## src/rtl/relay_link.sv

```systemverilog
// rtl/relay_link.sv - Proxmark relay link: master round-trip timer, slave deframer, delay reporter
// One shared TX shifter serves both the SLAVE word and the DELAY report.
module relay_link #(
  parameter int unsigned       DIV_LOG2  = 4,
  parameter int unsigned       SYNC_W    = 4,
  parameter logic [SYNC_W-1:0] SYNC_PAT  = 4'b1111,
  parameter int unsigned       PAYLOAD_W = 8,
  parameter int unsigned       DELAY_W   = 32,
  parameter int unsigned       HOLDOFF_W = 17
) (
  input  logic       ck_1356meg,
  input  logic       reset,
  input  logic [1:0] mod_type,
  input  logic       data_in,
  output logic       data_out,
  input  logic       ssp_dout,
  output logic       ssp_din,
  output logic       ssp_frame,
  output logic       ssp_clk,
  output logic       delay_done
);

  localparam int SH_W  = (PAYLOAD_W > DELAY_W) ? PAYLOAD_W : DELAY_W;
  localparam int CNT_W = $clog2(SH_W + 1);

  localparam logic [1:0] MODE_MASTER = 2'b00;
  localparam logic [1:0] MODE_SLAVE  = 2'b01;
  localparam logic [1:0] MODE_DELAY  = 2'b10;
  localparam logic [1:0] MODE_IDLE   = 2'b11;

  typedef enum logic [1:0] {M_WAIT, M_COUNT, M_DONE} m_state_e;
  typedef enum logic {S_HUNT, S_PAYLOAD} r_state_e;
  typedef enum logic {T_IDLE, T_SHIFT} t_state_e;

  logic [1:0]           mode_q;
  logic [DIV_LOG2-1:0]  div_q;
  logic                 sync1_q, sync_in_q;
  m_state_e             m_state_q, m_state_d;
  r_state_e             r_state_q, r_state_d;
  t_state_e             t_state_q, t_state_d;
  logic [DELAY_W-1:0]   delay_count_q, delay_count_d;
  logic                 delay_done_q, delay_done_d;
  logic [SYNC_W-1:0]    window_q, window_d;
  logic [PAYLOAD_W-2:0] rx_sr_q, rx_sr_d;
  logic [CNT_W-1:0]     rx_cnt_q, rx_cnt_d;
  logic [SH_W-1:0]      tx_sr_q, tx_sr_d;
  logic [CNT_W-1:0]     tx_cnt_q, tx_cnt_d;
  logic [HOLDOFF_W-1:0] holdoff_q, holdoff_d;
  logic                 ssp_din_q, ssp_din_d;
  logic                 ssp_frame_q, ssp_frame_d;
  logic                 data_out_q, data_out_d;

  logic                 tick, mode_chg, tx_load;
  logic [SYNC_W-1:0]    win_next;
  logic [PAYLOAD_W-1:0] rx_word;
  logic [SH_W-1:0]      tx_load_val;

  assign tick     = &div_q;
  assign mode_chg = (mod_type != mode_q);
  assign win_next = SYNC_W'({window_q, sync_in_q});
  assign rx_word  = {rx_sr_q, sync_in_q};

  always_comb begin
    m_state_d     = m_state_q;
    r_state_d     = r_state_q;
    t_state_d     = t_state_q;
    delay_count_d = delay_count_q;
    delay_done_d  = delay_done_q;
    window_d      = window_q;
    rx_sr_d       = rx_sr_q;
    rx_cnt_d      = rx_cnt_q;
    tx_sr_d       = tx_sr_q;
    tx_cnt_d      = tx_cnt_q;
    holdoff_d     = holdoff_q;
    ssp_din_d     = ssp_din_q;
    ssp_frame_d   = ssp_frame_q;
    data_out_d    = data_out_q;
    tx_load       = 1'b0;
    tx_load_val   = '0;

    // A mode switch or IDLE parks every FSM; the round-trip result survives.
    if (mode_chg || mode_q == MODE_IDLE) begin
      m_state_d   = M_WAIT;
      r_state_d   = S_HUNT;
      t_state_d   = T_IDLE;
      window_d    = '0;
      rx_cnt_d    = '0;
      tx_cnt_d    = '0;
      holdoff_d   = '0;
      ssp_din_d   = 1'b0;
      ssp_frame_d = 1'b0;
      data_out_d  = 1'b0;
    end else begin
      case (mode_q)
        MODE_MASTER: begin
          ssp_din_d   = 1'b0;
          ssp_frame_d = 1'b0;
          if (tick) data_out_d = ssp_dout;
          case (m_state_q)
            M_WAIT: if (tick && ssp_dout) begin
              delay_count_d = '0;
              delay_done_d  = 1'b0;
              m_state_d     = M_COUNT;
            end
            M_COUNT: begin
              if (delay_count_q != '1) delay_count_d = delay_count_q + 1'b1;
              if (sync_in_q) begin
                m_state_d    = M_DONE;
                delay_done_d = 1'b1;
              end
            end
            default: ;
          endcase
        end
        MODE_SLAVE: if (tick) begin
          data_out_d = sync_in_q;
          case (r_state_q)
            S_HUNT: begin
              if (win_next == SYNC_PAT) begin
                r_state_d = S_PAYLOAD;
                window_d  = '0;
                rx_cnt_d  = '0;
              end else begin
                window_d = win_next;
              end
            end
            S_PAYLOAD: begin
              rx_sr_d = rx_word[PAYLOAD_W-2:0];
              if (rx_cnt_q == CNT_W'(PAYLOAD_W - 1)) begin
                r_state_d   = S_HUNT;
                tx_load     = 1'b1;
                tx_load_val = SH_W'(rx_word) << (SH_W - PAYLOAD_W);
              end else begin
                rx_cnt_d = rx_cnt_q + 1'b1;
              end
            end
          endcase
        end
        MODE_DELAY: begin
          data_out_d = 1'b0;
          if (tick && t_state_q == T_IDLE) begin
            holdoff_d = holdoff_q + 1'b1;
            if (holdoff_q == '1) begin
              tx_load     = 1'b1;
              tx_load_val = SH_W'(delay_count_q) << (SH_W - DELAY_W);
            end
          end
        end
        default: ;
      endcase

      // The first bit goes out on the load tick; one extra tick closes the word.
      if (tick) begin
        if (tx_load) begin
          ssp_din_d   = tx_load_val[SH_W-1];
          ssp_frame_d = 1'b1;
          tx_sr_d     = tx_load_val << 1;
          tx_cnt_d    = (mode_q == MODE_DELAY) ? CNT_W'(DELAY_W - 1) : CNT_W'(PAYLOAD_W - 1);
          t_state_d   = T_SHIFT;
        end else if (t_state_q == T_SHIFT) begin
          ssp_frame_d = 1'b0;
          if (tx_cnt_q == '0) begin
            ssp_din_d = 1'b0;
            t_state_d = T_IDLE;
            if (mode_q == MODE_DELAY) begin
              delay_done_d = 1'b0;
              m_state_d    = M_WAIT;
              holdoff_d    = '0;
            end
          end else begin
            ssp_din_d = tx_sr_q[SH_W-1];
            tx_sr_d   = tx_sr_q << 1;
            tx_cnt_d  = tx_cnt_q - 1'b1;
          end
        end
      end
    end
  end

  always_ff @(posedge ck_1356meg) begin
    if (reset) begin
      mode_q        <= MODE_IDLE;
      div_q         <= '0;
      sync1_q       <= 1'b0;
      sync_in_q     <= 1'b0;
      m_state_q     <= M_WAIT;
      r_state_q     <= S_HUNT;
      t_state_q     <= T_IDLE;
      delay_count_q <= '0;
      delay_done_q  <= 1'b0;
      window_q      <= '0;
      rx_sr_q       <= '0;
      rx_cnt_q      <= '0;
      tx_sr_q       <= '0;
      tx_cnt_q      <= '0;
      holdoff_q     <= '0;
      ssp_din_q     <= 1'b0;
      ssp_frame_q   <= 1'b0;
      data_out_q    <= 1'b0;
    end else begin
      mode_q        <= mod_type;
      div_q         <= div_q + 1'b1;
      sync1_q       <= data_in;
      sync_in_q     <= sync1_q;
      m_state_q     <= m_state_d;
      r_state_q     <= r_state_d;
      t_state_q     <= t_state_d;
      delay_count_q <= delay_count_d;
      delay_done_q  <= delay_done_d;
      window_q      <= window_d;
      rx_sr_q       <= rx_sr_d;
      rx_cnt_q      <= rx_cnt_d;
      tx_sr_q       <= tx_sr_d;
      tx_cnt_q      <= tx_cnt_d;
      holdoff_q     <= holdoff_d;
      ssp_din_q     <= ssp_din_d;
      ssp_frame_q   <= ssp_frame_d;
      data_out_q    <= data_out_d;
    end
  end

  assign data_out   = data_out_q;
  assign ssp_din    = ssp_din_q;
  assign ssp_frame  = ssp_frame_q;
  assign ssp_clk    = (mode_q != MODE_IDLE) && div_q[DIV_LOG2-1];
  assign delay_done = delay_done_q;

endmodule

```

## config.mk

```make
export PLATFORM = sky130hd
export DESIGN_NAME = relay_link
export DESIGN_NICKNAME = d
export VERILOG_FILES = /design/src/rtl/relay_link.sv
export SDC_FILE = /design/constraint.sdc
export NUM_CORES = 1
export LEC_CHECK = 0
export ABC_AREA = 1
export CAP_MARGIN = 30
export CORE_MARGIN = 2
export CORE_UTILIZATION = 60
export DETAILED_ROUTE_END_ITERATION = 10
export GPL_TIMING_DRIVEN = 0
export PLACE_DENSITY = 0.81
export SYNTH_ARGS = -nofsm -noshare
export SYNTH_HDL_FRONTEND = slang
export SYNTH_SLANG_ARGS = --single-unit
```

## constraint.sdc

```tcl
create_clock -name ck_1356meg -period 2.85 [get_ports ck_1356meg]
set_input_delay 0.285 -clock ck_1356meg [delete_from_list [all_inputs] [get_ports ck_1356meg]]
set_output_delay 0.285 -clock ck_1356meg [all_outputs]
set_load 0.02 [all_outputs]
```

# Word level (Yosys, flattened, before mapping)
# Cells that the tools add are included.
dict set report op_classes {
  addsub 5
  n_eq_ne 17
  mux 69
  bitwise_logic 3
  n_reduce_logical 20
}
# cell count
set op_table {}
lappend op_table {{$mux 32} 9}
lappend op_table {{$pmux 32 s2} 2}
lappend op_table {{$mux 17} 7}
lappend op_table {{$add 32x1->32 const B} 1}
lappend op_table {{$ne 32x32->1 const B} 1}
lappend op_table {{$mux 1} 30}
lappend op_table {{$mux 6} 5}
lappend op_table {{$reduce_and 7->1} 3}
lappend op_table {{$add 17x1->17 const B} 1}
lappend op_table {{$eq 17x17->1 const B} 1}
lappend op_table {{$mux 2} 8}
lappend op_table {{$ne 2x2->1 const B} 7}
lappend op_table {{$pmux 6 s2} 1}
lappend op_table {{$reduce_and 6->1} 2}
lappend op_table {{$reduce_and 5->1} 2}
lappend op_table {{$add 6x1->6 const B} 1}
lappend op_table {{$eq 6x3->1 const B} 1}
lappend op_table {{$logic_not 6->1} 1}
lappend op_table {{$pmux 1 s2} 3}
lappend op_table {{$sub 6x1->6 const B} 1}
lappend op_table {{$mux 5} 1}
lappend op_table {{$add 4x1->4 const B} 1}
lappend op_table {{$eq 2x1->1 const B} 2}
lappend op_table {{$eq 2x2->1 const B} 2}
lappend op_table {{15 further kinds} 21}
dict set report totals {
  reg_bits 119
  inputBits 6
  out_inout_bits 5
  elab_cells 132
}

# Longest topological paths before layout
# Gate-level depths: netlist (run 1).
dict set report depth {
  ltp_word 10
  depth_mapped 17
  ltp_nobuf 16
}

# Worst setup path after synthesis (run 1)
# No wires, ideal clock.
dict set report synth_timing {
  path_kind {reg2reg}
  start {reg holdoff_q[0]}
  end {reg tx_sr_q[25]}
  setup_ps 113
  arrival_ps 2128
  required_ps 2737
  setup_slack_ps 609
  stages_incl_launch_ff 17
  path_buffers 1
  period_less_slack_ps 2241
  path_cell_list {dfxtp_1 -> ha_1 -> nand2_1 -> inv_1 -> nand3_1 -> nor4_1 -> ha_1 -> nand3_1 -> nor2_4 -> inv_2 -> nand2_1 -> nand2_2 -> nand2_4 -> nand3_1 -> buf_2 -> nor2_1 -> nor2_1}
}
dict set report synth_between {
  elab_chain_len 7
  elab_cells_between_ends 12
  cone_classes {2 x eq/ne; 8 x mux; 2 x reduce/logical}
}
# item line
set synth_lines {}
lappend synth_lines {{start: declaration} 48} ;# logic [HOLDOFF_W-1:0] holdoff_q, holdoff_d;
lappend synth_lines {{start signal: assignment} 215} ;# holdoff_q <= holdoff_d;
lappend synth_lines {{$eq 17x17->1 *} 143} ;# if (holdoff_q == '1) begin
lappend synth_lines {{$mux 1} 143}
lappend synth_lines {{$mux 1} 141} ;# if (tick && t_state_q == T_IDLE) begin
lappend synth_lines {{$pmux 1 s2} 94} ;# case (mode_q)
lappend synth_lines {{$mux 1} 82} ;# if (mode_chg || mode_q == MODE_IDLE) begin
lappend synth_lines {{$ne 2x1->1 (no line) or $reduce_bool 2->1 (tied branches)} -}
lappend synth_lines {{$reduce_and 7->1 (no line)} -}
lappend synth_lines {{end signal: assignment} 213} ;# tx_sr_q <= tx_sr_d;
lappend synth_lines {{end: declaration} 46} ;# logic [SH_W-1:0] tx_sr_q, tx_sr_d;
# Every way passes the cells marked *; elsewhere a longest branch is shown, timed or not. The select of a mux whose other input is x is not followed.
# A chain may end at the register's enable or synchronous reset.

# Final worst setup path (run 1)
dict set report layout_timing {
  start {reg holdoff_q[6]}
  end {reg tx_sr_q[27]}
}
# Same word-level chain as after synthesis.

==> results.sh, run 1 <==
export IMPL_rsz_0062_raised_after_global_routing="false"
export IMPL_antenna_found_initial=0
export IMPL_max_cap_viol_count=0
export IMPL_finalCriticalPeriod_ns=2.589
export IMPL_startpoint_type="register"
export IMPL_report_final_setup_viol=0
export IMPL_dpl_instance_area_sq_mm=0.006729
export IMPL_power_per_cell_area_mw_per_mm2=528.1
export IMPL_vertical_die_dimension_um=107.8
export IMPL_finalCoreUtilization_pct=71.05
export IMPL_synth_seq_cells=118
export IMPL_die_width_um=107.8
export IMPL_power_ir_vdd_worst_mv=0.6453
export IMPL_worstPathMaxFanout=10
export IMPL_drt_iter0_drc=473
export IMPL_post_dp_hpwl_um=11800
export IMPL_finalInstanceArea_sq_mm=0.007368
export IMPL_required_ns=3.29
export IMPL_worstSetupPathType="reg -> reg"
export IMPL_seqCellArea_sq_mm=0.002364
export IMPL_fin_setup_tns_ns=0
export IMPL_drt_vias_per_instance=5.332
export IMPL_post_synth_num_cell_types=38
export IMPL_antennaDiodeCount=0
export IMPL_die_area_sq_mm=0.01161
export IMPL_cts_made_buffers=17
export IMPL_cp_capture_type="register"
export IMPL_synthesis_nets=1036
export IMPL_gr_total_overflow=0
export IMPL_syn_cell_area_sq_mm=0.006459
export IMPL_firstDrtPassIters=5
export IMPL_dr_total_vias=6382
export IMPL_areaGrowthSynthToFinish_pct=14.08
export IMPL_grt_pass1_vias=5710
export IMPL_sequential_area_share_after_synthesis_pct=36.57
export IMPL_clock_fmax_ghz=0.3862
export IMPL_synthesized_area_per_cell_sq_um=6.332
export IMPL_leakage_uw=0.003022
export IMPL_min_delay_path_class="in -> reg"
export IMPL_drt_antenna_violating_nets=0
export IMPL_period_share_pct=90.85
export IMPL_outcome="finished, final reports clean"
export IMPL_core_area_sq_mm=0.01037
export IMPL_synth_warnings=0
export IMPL_clk_insertion_delay_late_ns=0.54
export IMPL_main_flop_type_after_synthesis="sky130_fd_sc_hd__dfxtp_1"
export IMPL_postRouteWirelength_um=16370
export IMPL_finish_net_count=1066
export IMPL_cts_tree="built"
export IMPL_groute_usage_overall_pct=30.04
export IMPL_top_level_ports=11
export IMPL_fill_cells=926
export IMPL_cts_root_buffer_cell="sky130_fd_sc_hd__clkbuf_8"
export IMPL_cts_path_max_buffers=2
export IMPL_maxSlewViolCount=0
export IMPL_wl_per_cell_um=13.67
export IMPL_synth_edff_count=0
export IMPL_clock_sinks=118
export IMPL_drive_above_1_share_pct=7.917
export IMPL_clk_pin_slew_worst_paths_ns=0.06
export IMPL_grt_pass1_wl_um=27040
export IMPL_synth_async_sr_flop_share_pct=0
export IMPL_timing_final_hold_violations=0
export IMPL_tightestPinTransition_ns=0.6876
export IMPL_initial_utilization_pct=62.28
export IMPL_htreeDepth=4
export IMPL_final_setup_skew_ns=0.006685
export IMPL_maxSlewHeadroom_pct=54.16
export IMPL_placementRows=37
export IMPL_maximum_number_of_pins_on_one_net_before_global_route_repair=17
export IMPL_holdBufCountCts=0
export IMPL_syn_inst=1020
export IMPL_buffer_ports_inserted=10
export IMPL_multiInputGateArea_sq_mm=0.003441
export IMPL_critical_path_arrival_ns=3.03
export IMPL_globalplace_congestion=0.8607
export IMPL_number_of_remaining_drc_errors=0
## area by class of cell
cell class	instances	share of cell area [%]
multi-input combinational	734	46.70
sequential	118	32.08
inverter	138	7.030
clock buffer	22	6.283
buffer	30	2.462
tap	136	2.309
clock inverter	8	1.681
timing repair buffer	11	1.460
## worst max-delay path, stage by stage, from the launching register on
cell and delay (ns):
sky130_fd_sc_hd__dfxtp_2 0.38, sky130_fd_sc_hd__inv_1 0.09, sky130_fd_sc_hd__nor3_4 0.23, sky130_fd_sc_hd__nand2_1 0.09, sky130_fd_sc_hd__nor4_2 0.22, sky130_fd_sc_hd__ha_2 0.22
sky130_fd_sc_hd__nand3_1 0.14, sky130_fd_sc_hd__nor2_4 0.20, sky130_fd_sc_hd__inv_2 0.09, sky130_fd_sc_hd__nand2_1 0.09, sky130_fd_sc_hd__nand2_2 0.10, sky130_fd_sc_hd__nand2_4 0.12
sky130_fd_sc_hd__nand3_2 0.12, sky130_fd_sc_hd__buf_4 0.21, sky130_fd_sc_hd__nor2_1 0.12, sky130_fd_sc_hd__nor2_1 0.05
## cell usage after synthesis, types with 5 or more instances
| library cell | count | area [sq um] |
|---|---|---|
| sky130_fd_sc_hd__o21ai_0 | 34 | 170.2 |
| sky130_fd_sc_hd__nand2_2 | 6 | 37.54 |
| sky130_fd_sc_hd__buf_6 | 5 | 56.30 |
| sky130_fd_sc_hd__nand2_1 | 272 | 1021 |
| sky130_fd_sc_hd__o22ai_1 | 25 | 156.4 |
| sky130_fd_sc_hd__inv_1 | 131 | 491.7 |
| sky130_fd_sc_hd__nand4_1 | 14 | 87.58 |
| sky130_fd_sc_hd__nand3_1 | 55 | 275.3 |
| sky130_fd_sc_hd__nor2_2 | 5 | 31.28 |
| sky130_fd_sc_hd__dfxtp_1 | 118 | 2362 |
| sky130_fd_sc_hd__buf_2 | 13 | 65.06 |
| sky130_fd_sc_hd__o21ai_1 | 8 | 40.04 |
| sky130_fd_sc_hd__nor3_1 | 23 | 115.1 |
| sky130_fd_sc_hd__xor2_1 | 10 | 87.58 |
| sky130_fd_sc_hd__a21oi_1 | 45 | 225.2 |
| sky130_fd_sc_hd__clkbuf_1 | 11 | 41.29 |
| sky130_fd_sc_hd__ha_1 | 10 | 125.1 |
| sky130_fd_sc_hd__nor2_1 | 192 | 720.7 |
## power breakdown
| group | switching (uW) | total [uW] | internal, uW |
|---|---|---|---|
| combinational | 59.3 | 83.7 | 24.4 |
| clock | 755 | 2140 | 1390 |
| sequential | 6.73 | 1660 | 1660 |
| total | 821 | 3890 | 3070 |
## cell usage in the layout, fill, tap and decap left out, types with 4 or more instances in the layout
| master | netlist | routed |
|---|---|---|
| sky130_fd_sc_hd__a31oi_1 | 4 | 4 |
| sky130_fd_sc_hd__ha_1 | 10 | 9 |
| sky130_fd_sc_hd__o22ai_1 | 25 | 25 |
| sky130_fd_sc_hd__buf_2 | 13 | 10 |
| sky130_fd_sc_hd__nor3_1 | 23 | 22 |
| sky130_fd_sc_hd__buf_6 | 5 | 6 |
| sky130_fd_sc_hd__clkbuf_8 | 0 | 4 |
| sky130_fd_sc_hd__inv_1 | 131 | 131 |
| sky130_fd_sc_hd__nand4_1 | 14 | 14 |
| sky130_fd_sc_hd__inv_2 | 4 | 4 |
| sky130_fd_sc_hd__xor2_1 | 10 | 10 |
| sky130_fd_sc_hd__nand2_1 | 272 | 271 |
| sky130_fd_sc_hd__o21ai_0 | 34 | 34 |
| sky130_fd_sc_hd__nand3_1 | 55 | 54 |
| sky130_fd_sc_hd__clkbuf_16 | 0 | 16 |
| sky130_fd_sc_hd__nand2_2 | 6 | 6 |
| sky130_fd_sc_hd__dfxtp_1 | 118 | 117 |
| sky130_fd_sc_hd__clkdlybuf4s50_1 | 0 | 10 |
| sky130_fd_sc_hd__clkbuf_1 | 11 | 13 |
| sky130_fd_sc_hd__nor2_4 | 4 | 4 |
| sky130_fd_sc_hd__xnor2_1 | 4 | 4 |
| sky130_fd_sc_hd__nor2_1 | 192 | 192 |
| sky130_fd_sc_hd__a21oi_1 | 45 | 45 |
| sky130_fd_sc_hd__buf_4 | 1 | 4 |
| sky130_fd_sc_hd__o21ai_1 | 8 | 8 |
| sky130_fd_sc_hd__nor2_2 | 5 | 5 |
## logic make-up (layout without fill, tap and decap cells)
| kind of cell | count (synthesis) | in the layout | share of synthesized area [%] |
|---|---|---|---|
| AO/OA/AOI/OAI | 123 | 123 | 10.38 |
| XOR/XNOR | 14 | 14 | 1.898 |
| adder cells (fa/ha/maj) | 10 | 10 | 1.937 |
| buffers and inverters | 168 | 209 | 10.65 |
| flip-flops | 118 | 118 | 36.58 |
| AND/OR/NAND/NOR | 587 | 587 | 38.55 |
## worst paths after layout
path                           start                        to  slack (ns)  cells after the start
min reg2reg       sync1_q$_SDFF_PP0_      sync_in_q$_SDFF_PP0_        0.42                      2
max reg2reg  holdoff_q[6]$_SDFF_PP0_  tx_sr_q[27]$_SDFFE_PP0P_        0.26                     15
min                          data_in        sync1_q$_SDFF_PP0_        0.27                      3
max          holdoff_q[6]$_SDFF_PP0_  tx_sr_q[27]$_SDFFE_PP0P_        0.26                     15
## routing by layer
layer  routed length, um  track usage [%]
met1                7654            40.85
met2                7254            47.57
met3                1175            6.840
met4                 280            9.066
met5                   0                0
## what timing repair did
item,CTS,global route
setup endpoints to repair,9,50
gates cloned,0,0
pin swaps,0,2
setup buffers,0,1
gates resized for setup,1,14
## sequential cells by signal, indices dropped and copies added (netlist names), 2 cells and up
| register | cells |
|---|---|
| delay_count_q | 32 |
| div_q | 4 |
| holdoff_q | 17 |
| m_state_q | 2 |
| mode_q | 2 |
| rx_cnt_q | 6 |
| rx_sr_q | 7 |
| tx_cnt_q | 6 |
| tx_sr_q | 31 |
| window_q | 3 |
## stage by stage
step                power, uW  setup slack (ns)  hold WS, ns  cells
finish                   3891            0.2607       0.2654   1197
global route             3984           0.02280       0.2672   1197
CTS                      3903           0.02273       0.2547   1196
detailed placement       1780           0.06778       0.4185   1166
global placement         1778           0.07520       0.4020   1166
floorplan                1748            0.6088       0.3816   1020
No activity file was read; power rests on OpenSTA's default activity.
==> run 2, diff against run 1 <==
--- a/config.mk
+++ b/config.mk
@@ -11,6 +11,7 @@
 export CORE_UTILIZATION = 60
 export DETAILED_ROUTE_END_ITERATION = 10
 export GPL_TIMING_DRIVEN = 0
+export MAX_ROUTING_LAYER = met4
 export PLACE_DENSITY = 0.81
 export SYNTH_ARGS = -nofsm -noshare
 export SYNTH_HDL_FRONTEND = slang
==> constraint.sdc (replaced) <==
create_clock -name ck_1356meg -period 2.6 [get_ports ck_1356meg]
set_input_delay 0.26 -clock ck_1356meg [delete_from_list [all_inputs] [get_ports ck_1356meg]]
set_output_delay 0.26 -clock ck_1356meg [all_outputs]
set_load 0.02 [all_outputs]
==> results.sh, run 2 (same netlist as run 1, synthesis figures left out) <==
export IMPL_outcome="finished, final reports clean"
export IMPL_post_dp_hpwl_um=11800
export IMPL_min_delay_worst_endpoint="sync1_q$_SDFF_PP0_"
export IMPL_cts_tree="built"
export IMPL_clk_insertion_delay_late_ns=0.54
export IMPL_groute_usage_overall_pct=31.00
export IMPL_holdBufCountCts=0
export IMPL_top_level_ports=11
export IMPL_period_share_pct=94.90
export IMPL_max_cap_viol_count=0
export IMPL_grt_pass1_vias=5726
export IMPL_postRouteWirelength_um=16590
export IMPL_number_of_cells_on_the_worst_hold_path=3
export IMPL_firstDrtPassIters=5
export IMPL_tightestPinTransition_ns=0.6978
export IMPL_worst_r2r_endpoint="tx_sr_q[31]$_SDFFE_PP0P_"
export IMPL_die_area_sq_mm=0.01161
export IMPL_htreeDepth=4
export IMPL_report_final_setup_viol=0
export IMPL_worstSetupPathType="reg -> reg"
export IMPL_setup_reg_to_reg_worst_slack_ns=0.13
export IMPL_drt_antenna_violating_nets=0
export IMPL_maxSlewViolCount=0
export IMPL_cts_made_buffers=17
export IMPL_maximum_number_of_pins_on_one_net_before_global_route_repair=17
export IMPL_grt_pass1_wl_um=27200
export IMPL_hold_path_startpoint="data_in"
export IMPL_layout_common_cells="270 x sky130_fd_sc_hd__nand2_1, 191 x sky130_fd_sc_hd__nor2_1, 130 x sky130_fd_sc_hd__inv_1"
export IMPL_multiInputGateArea_sq_mm=0.003468
export IMPL_leakage_uw=0.003052
export IMPL_vertical_die_dimension_um=107.8
export IMPL_drive_above_1_share_pct=9.363
export IMPL_cts_path_max_buffers=2
export IMPL_initial_utilization_pct=62.28
export IMPL_maxSlewHeadroom_pct=53.48
export IMPL_startpoint_type="register"
export IMPL_clock_fmax_ghz=0.4053
export IMPL_total_power_uw=4264
export IMPL_dpl_instance_area_sq_mm=0.006729
export IMPL_drt_iter0_drc=452
export IMPL_regMostFlops="delay_count_q"
export IMPL_finalInstanceArea_sq_mm=0.007456
export IMPL_wl_per_cell_um=13.78
export IMPL_r2r_worst_path_cells=16
export IMPL_gr_total_overflow=0
export IMPL_instances_no_fill=1204
export IMPL_power_per_cell_area_mw_per_mm2=571.9
export IMPL_post_place_cells=1166
export IMPL_worstReg2RegStart="holdoff_q[7]$_SDFF_PP0_"
export IMPL_globalplace_congestion=0.8745
export IMPL_placementRows=37
export IMPL_drt_vias_per_instance=5.333
export IMPL_dr_total_vias=6421
export IMPL_cp_capture_type="register"
export IMPL_layout_cells_most_common="sky130_fd_sc_hd__nand2_1"
export IMPL_fill_cells=915
export IMPL_max_reg_flops=32
export IMPL_antennaDiodeCount=0
export IMPL_number_of_remaining_drc_errors=0
export IMPL_areaGrowthSynthToFinish_pct=15.44
export IMPL_clock_sinks=118
export IMPL_power_ir_vdd_worst_mv=0.7302
export IMPL_die_width_um=107.8
export IMPL_fin_setup_tns_ns=0
export IMPL_final_setup_skew_ns=0.005656
export IMPL_timing_final_hold_violations=0
export IMPL_finish_net_count=1073
export IMPL_core_area_sq_mm=0.01037
export IMPL_cts_root_buffer_cell="sky130_fd_sc_hd__clkbuf_8"
export IMPL_seqCellArea_sq_mm=0.002369
export IMPL_required_ns=3.07
export IMPL_critical_path_arrival_ns=2.94
export IMPL_largestRegisters="delay_count_q: 32 flops, tx_sr_q: 31 flops, holdoff_q: 17 flops"
export IMPL_antenna_found_initial=0
export IMPL_worstPathMaxFanout=7
export IMPL_buffer_ports_inserted=10
export IMPL_min_delay_path_class="in -> reg"
export IMPL_finalCriticalPeriod_ns=2.467
export IMPL_clk_pin_slew_worst_paths_ns=0.06
## run 2: cell types whose count changed in the layout (fill, tap and decap cells not counted), sizes merged
cell,previous run,this run
buf,20,27
## run 2: metal layers
metal,vias to the layer above,global-route usage [%],wire length [um]
met5,-,-,0
met4,0,8.150,187
met3,19,6.356,1157
met2,187,47.89,7485
met1,2910,41.64,7758
li1,3305,-,-
## run 2: cell type report
| class | instances | area share [%] |
|---|---|---|
| Buffer | 30 | 2.534 |
| Clock buffer | 22 | 6.209 |
| Clock inverter | 8 | 1.661 |
| Inverter | 138 | 6.947 |
| Multi-Input combinational cell | 734 | 46.52 |
| Sequential cell | 118 | 31.77 |
| Tap cell | 136 | 2.282 |
| Timing Repair Buffer | 18 | 2.081 |
## run 2: where the power goes
group / switching (uW) / internal [uW]
clock: 826 / 1520
sequential: 7.39 / 1820
combinational: 65.0 / 26.8
## run 2: worst max path at each step
stage | startpoint | to
floorplan | holdoff_q[0]$_SDFF_PP0_ | tx_sr_q[25]$_SDFFE_PP0P_
global placement | holdoff_q[0]$_SDFF_PP0_ | holdoff_q[9]$_SDFF_PP0_
detailed placement | holdoff_q[0]$_SDFF_PP0_ | holdoff_q[9]$_SDFF_PP0_
CTS | holdoff_q[6]$_SDFF_PP0_ | tx_sr_q[27]$_SDFFE_PP0P_
finish | holdoff_q[7]$_SDFF_PP0_ | tx_sr_q[31]$_SDFFE_PP0P_
global route | holdoff_q[7]$_SDFF_PP0_ | tx_sr_q[26]$_SDFFE_PP0P_
## run 2: through the flow
stage / hold slack, ns / worst slack (ns) / util (%)
final: 0.2463 / 0.1325 / 71.90
after global routing: 0.2430 / -0.02656 / 71.90
after CTS: 0.2297 / 0.02741 / 71.14
after detailed placement: 0.4185 / -0.1822 / 64.89
after global placement: 0.4020 / -0.1748 / 64.89
after floorplan: 0.3566 / 0.3588 / -
## run 2: worst max-delay path, stage by stage, from the launching register on
cell and delay (ns):
sky130_fd_sc_hd__dfxtp_2 0.36, sky130_fd_sc_hd__nand2_2 0.09, sky130_fd_sc_hd__nor3_4 0.23, sky130_fd_sc_hd__nand2_1 0.09, sky130_fd_sc_hd__nor4_2 0.22, sky130_fd_sc_hd__ha_2 0.22
sky130_fd_sc_hd__nand3_2 0.10, sky130_fd_sc_hd__nor2_4 0.15, sky130_fd_sc_hd__inv_2 0.09, sky130_fd_sc_hd__nand2_1 0.09, sky130_fd_sc_hd__nand2_2 0.09, sky130_fd_sc_hd__nand2_4 0.13
sky130_fd_sc_hd__nand3_4 0.12, sky130_fd_sc_hd__buf_2 0.20, sky130_fd_sc_hd__nand2_1 0.07, sky130_fd_sc_hd__nand2_1 0.04, sky130_fd_sc_hd__nor2_1 0.10
## run 2: what timing repair did
item                                    in CTS  in global routing
hold endpoints to repair                     0                  0
resized for setup                           14                 11
setup buffers                                1                  5
endpoints found under the setup margin      54                 57
gates cloned                                 0                  2
pin swaps                                    1                  6
==> run 3, diff against run 2 <==
--- a/config.mk
+++ b/config.mk
@@ -10,6 +10,7 @@
 export CORE_MARGIN = 2
 export CORE_UTILIZATION = 60
 export DETAILED_ROUTE_END_ITERATION = 10
+export GPL_ROUTABILITY_DRIVEN = 0
 export GPL_TIMING_DRIVEN = 0
 export MAX_ROUTING_LAYER = met4
 export PLACE_DENSITY = 0.81
==> results of run 3 <==
Final layout, timing and power as in run 2 (identical DEF).
